`src/rtl/regfile_mp.sv`:
```
// Multi-read-port register file with per-register pending bits for RAW hazard
// detection; combinational reads with optional same-cycle write forwarding.
module regfile_mp #(
  parameter int DATA_W   = 16,
  parameter int NUM_REGS = 8,
  parameter int ADDR_W   = 3,
  parameter int NUM_RD   = 2,
  parameter int BYPASS   = 1,
  parameter int ZERO_R0  = 0
) (
  input  logic                       clk,
  input  logic                       reset,
  input  logic                       wr_en,
  input  logic [ADDR_W-1:0]          wr_addr,
  input  logic [DATA_W-1:0]          wr_data,
  input  logic [NUM_RD*ADDR_W-1:0]   rd_addr,
  output logic [NUM_RD*DATA_W-1:0]   rd_data,
  output logic [NUM_RD-1:0]          rd_busy,
  input  logic                       claim_en,
  input  logic [ADDR_W-1:0]          claim_addr,
  output logic [NUM_REGS-1:0]        pending
);

  logic [DATA_W-1:0]   regs_reg [NUM_REGS];
  logic [NUM_REGS-1:0] pending_reg;
  logic [NUM_REGS-1:0] pending_next;
  logic [NUM_REGS-1:0] wr_hit;
  logic [NUM_REGS-1:0] claim_hit;

  // Address decode per register; out-of-range addresses simply match nothing.
  genvar gi;
  generate
    for (gi = 0; gi < NUM_REGS; gi++) begin : g_reg
      if (ZERO_R0 != 0 && gi == 0) begin : g_zero
        assign wr_hit[gi]    = 1'b0;
        assign claim_hit[gi] = 1'b0;
      end else begin : g_live
        assign wr_hit[gi]    = wr_en && (wr_addr == ADDR_W'(gi));
        assign claim_hit[gi] = claim_en && (claim_addr == ADDR_W'(gi));
      end
      // A new claim outranks the retiring producer's clear.
      assign pending_next[gi] = claim_hit[gi] | (pending_reg[gi] & ~wr_hit[gi]);
    end
  endgenerate

  always_ff @(posedge clk) begin
    if (reset) begin
      for (int r = 0; r < NUM_REGS; r++) begin
        regs_reg[r] <= '0;
      end
      pending_reg <= '0;
    end else begin
      for (int r = 0; r < NUM_REGS; r++) begin
        if (wr_hit[r]) begin
          regs_reg[r] <= wr_data;
        end
      end
      pending_reg <= pending_next;
    end
  end

  assign pending = pending_reg;

  generate
    for (gi = 0; gi < NUM_RD; gi++) begin : g_rd
      logic [ADDR_W-1:0] addr;
      logic [DATA_W-1:0] data_mux;
      logic              busy_mux;
      logic              addr_valid;
      logic              bypass_hit;

      assign addr = rd_addr[gi*ADDR_W +: ADDR_W];

      always_comb begin
        data_mux   = '0;
        busy_mux   = 1'b0;
        addr_valid = 1'b0;
        for (int r = 0; r < NUM_REGS; r++) begin
          if (addr == ADDR_W'(r)) begin
            data_mux   = regs_reg[r];
            busy_mux   = pending_reg[r];
            addr_valid = 1'b1;
          end
        end
      end

      // R0 stays zero even when the write port targets it.
      assign bypass_hit = (BYPASS != 0) && wr_en && (wr_addr == addr) && addr_valid &&
                          !((ZERO_R0 != 0) && (addr == '0));

      assign rd_data[gi*DATA_W +: DATA_W] = bypass_hit ? wr_data : data_mux;
      assign rd_busy[gi]                  = bypass_hit ? 1'b0 : busy_mux;
    end
  endgenerate

endmodule

```
`config.mk`:
```
export PLATFORM = sky130hd
export DESIGN_NAME = regfile_mp
export DESIGN_NICKNAME = d
export VERILOG_FILES = /design/src/rtl/regfile_mp.sv
export SDC_FILE = /design/constraint.sdc
export NUM_CORES = 1
export LEC_CHECK = 0
export CAP_MARGIN = 20
export CORE_MARGIN = 4
export CORE_UTILIZATION = 47
export DETAILED_ROUTE_END_ITERATION = 10
export MAX_ROUTING_LAYER = met4
export PLACE_DENSITY = 0.74
export REMOVE_ABC_BUFFERS = 1
export SLEW_MARGIN = 0
export SYNTH_ARGS = -nofsm -noshare
export SYNTH_HDL_FRONTEND = slang
export SYNTH_SLANG_ARGS = --single-unit
```
`constraint.sdc`:
```
create_clock -name clk -period 2.1 [get_ports clk]
set_clock_uncertainty 0.05 [all_clocks]
set_input_delay 0.525 -clock clk [delete_from_list [all_inputs] [get_ports clk]]
set_output_delay 0.525 -clock clk [all_outputs]
set_load 0.02 [all_outputs]
```
==> impl_metrics.csv, run 1 <==
group,metric,value,unit
outcome,status,"finished with violations",
outcome,violations,"negative setup slack",
synthesis,synth_flop_cell,"edfxtp_1",
clocking,cts_tree,"done",
worst_hold_path,min_path_type,"reg -> reg",
worst_hold_path,holdPathStages,2,
floorplan,rows,46,
clocking,ctsHoldBuffers,0,
timing,slew_violations,0,
setup_path,slowest_stage,"mux4_2",
synthesis,synth_top_area_cell,"edfxtp_1",
timing,holdWs,0.510,ns
setup_path,reg2regPathDepth,2,
layout,post-route-cell-area,11300,um2
synthesis,yosysUniqueCellTypes,43,
layout,fin_nets,980,
synthesis,synth_area_leaders,"edfxtp_1, mux2i_1, nor2_1",
pwr,p_clk_share,36.8,%
clocking,cts.sinks,136,
global_routing,first_global_vias,7380,
global_routing,use_met3,6.25,%
synthesis,ys_async_sr_fraction,0,%
detailed_routing,antenna_left,0,
detailed_routing,via_count,7521,
floorplan,die_w,136,um
layout,num_antenna_cells,0,
worst_hold_path,hold_start,"pending[7]",
clocking,cts_buffers,17,
floorplan,start_util,48.4,%
detailed_routing,post_drt_via_cell_ratio,6.39,
timing,hold_violations,0,
placement,dpl_worst_slack,-1.38,ns
setup_path,critical_path.max_fanout,2,
pwr,leakagePower,4.60,nW
layout,final_layout_size_suffix_gt1_share,37.8,%
global_routing,grt_use_met2,50.9,%
synthesis,syn_avg_cell_area,10.5,um2
timing,clock.fmax,402,MHz
timing,tightest_slew,0.504,ns
setup_path,r2r_slack,1.18,ns
global_routing,gr-max-usage-layer,"met2",
placement,portBuffers,73,
setup_path,cp.arrival,1.91,ns
setup_path,r2r-start,"pending[1]",
setup_path,path_cells,"mux4_2, or2_0, a32oi_1, a21oi_1, buf_2",
setup_path,end_kind,"output pin",
setup_path,worstSetupPathDepth,5,
clocking,clk_pin_slew,0.06,ns
pwr,switchingPower,0.00230,W
setup_path,cp_top_family,"multiplexers",
synthesis,yosysWarnings,0,
placement,placed_area,9550,um2
setup_path,crit_type,"reg -> out",
detailed_routing,drtIter0Drc,907,
floorplan,pin_count,74,
layout,area_growth_syn_to_layout,46.4,%
timing,fin_ws,-0.389,ns
worst_hold_path,whs_endpoint,"pending[7]",
run,cap_violations,0,
pwr,power_switching_share,28.5,%
pwr,p_comb_share,22.4,%
layout,largest_reg_flops,128,
detailed_routing,drt_first_pass_iters,6,
setup_path,critPathLaunchType,"flip-flop",
synthesis,synth_edf_count,128,
global_routing,grt_pass1_wl,41200,um
synthesis,synth_top_cell_area_share,49.7,%
detailed_routing,wl_per_cell,24.7,um
pwr,vdd_drop_max,0.650,mV
timing,grt_setup_unrepaired,"yes",
setup_path,critPathRequiredTime,1.52,ns
timing,finalSetupViolCount,34,
floorplan,core,16000,um2
detailed_routing,wl,29100,um
pwr,seqPwrFrac,40.8,%
timing,fin_crit_sh,119,%
timing,fin_crit,2.49,ns
floorplan,die_h,136,um
layout,postLayoutCoreUtil,70.8,%
timing,max-slew-margin-rel,66.3,%
global_routing,antenna_found_initial,0,
floorplan,dieArea,18600,um2
clocking,cts_buffer_depth,2,
global_routing,grt_usage,30.8,%
setup_path,max_stage_delay,0.46,ns
placement,dpl.hpwl,18000,um
placement,gp_congestion,0.974,
global_routing,grt_util_met1,36.1,%
synthesis,syn_inst,736,
synthesis,seq_area_frac_synth,51.7,%
global_routing,grt-ovfl-total,0,
clocking,cts_max_level,4,
setup_path,timing.rr.end,"pending[1]",
pwr,p_per_area,713,nW/um2
detailed_routing,drc,0,
pwr,intPower,0.00578,W
global_routing,grt_max_degree,18,
clocking,insertion_delay,0.44,ns
setup_path,crit_buf_inv,1,
clocking,root_buffer,"clkbuf_16",
synthesis,syn-cell-area,7740,um2
synthesis,synth_seq_cells,136,
==> layout make-up <==
cell class                      instances  area [um2]
Inverter                               22        82.6
Tap cell                              216         270
Sequential cell                       136        4010
Clock buffer                           17         425
Fill cell                            1078        4670
Clock inverter                         15         154
Multi-Input combinational cell        519        3840
Timing Repair Buffer                  252        2550
==> worst max path at each step <==
stage | startpoint | to | slack, ns
after floorplan | rd_addr[3] | rd_data[18] | -0.68
after global placement | rd_addr[5] | rd_data[22] | -1.32
after detailed placement | wr_addr[0] | rd_data[23] | -1.38
after CTS | regs_reg[0][53] | rd_data[21] | -0.40
after global routing | regs_reg[0][21] | rd_data[21] | -0.51
final | regs_reg[0][53] | rd_data[21] | -0.39
==> worst reg2reg max path, cell delays in order, from the launching register on <==
cell and delay [ns]:
dfxtp_1 0.36, buf_4 0.16, a32o_1 0.25
==> Yosys cell counts, drive strengths merged (16+ instances only) <==
library cell	count
o22ai	25
a31oi	22
mux2i	79
edfxtp	128
nor2	158
buf	38
or2	24
clkbuf	22
mux4	16
o21ai	82
inv	20
nor3b	25
nand2	29
==> placed cells by master (no fill, tap or decap), types with 11 or more instances in the layout <==
cell,count
mux4_2,16
nand2_1,29
mux2i_2,11
o21ai_0,52
edfxtp_1,128
buf_6,38
nor2_1,155
buf_8,13
o22ai_2,11
mux2i_1,64
o21ai_2,11
a31oi_1,20
buf_12,18
clkbuf_16,21
or2_2,19
o21ai_1,19
nor3b_1,23
o22ai_1,13
clkdlybuf4s50_1,22
buf_4,139
inv_1,20
==> logic make-up after synthesis <==
kind of cell | share of synthesized area, %
compound gates | 11.4
xor+xnor | 0.776
buf+inv | 5.22
flops | 51.7
mux | 15.0
simple gates | 15.8
==> per-layer routing <==
| metal | part of all wire (%) | routed length [um] |
|---|---|---|
| met4 | 5.7 | 1660 |
| met5 | 0 | 0 |
| met3 | 11 | 3190 |
| met1 | 35 | 10200 |
| met2 | 48 | 14100 |
==> metrics by stage <==
| step | TNS, ns | instances | total power, W |
|---|---|---|---|
| 4_1_cts | -9.14 | 1168 | 0.00783 |
| 3_5_place_dp | -65.92 | 1109 | 0.00480 |
| 3_3_place_gp | -53.04 | 1109 | 0.00475 |
| 2_1_floorplan | -13.66 | 676 | 0.00396 |
| 6_report | -9.17 | 1177 | 0.00808 |
| 5_1_grt | -10.89 | 1177 | 0.00830 |
==> timing repair <==
action / 4_1_cts / 5_1_grt
setup endpoints to repair: 36 / 37
resized for setup: 343 / 91
cloned: 3 / 5
buffers inserted: 25 / 12
pin swaps: 29 / 31
==> power groups by stage <==
| stage | clock network [W] | registers [W] | logic (W) |
|---|---|---|---|
| 2_1_floorplan | 0 | 0.00329 | 0.000668 |
| 3_3_place_gp | 0 | 0.00330 | 0.00145 |
| 3_5_place_dp | 0 | 0.00332 | 0.00147 |
| 4_1_cts | 0.00293 | 0.00327 | 0.00162 |
| 5_1_grt | 0.00311 | 0.00330 | 0.00189 |
| 6_report | 0.00297 | 0.00329 | 0.00181 |
Power figures use the tool's default switching activity.
==> run 2: changes to the inputs <==
HOLD_SLACK_MARGIN = 0.15   (was unset)
==> results of run 2 <==
No change in the layout: final DEF, timing and power equal those of run 1.
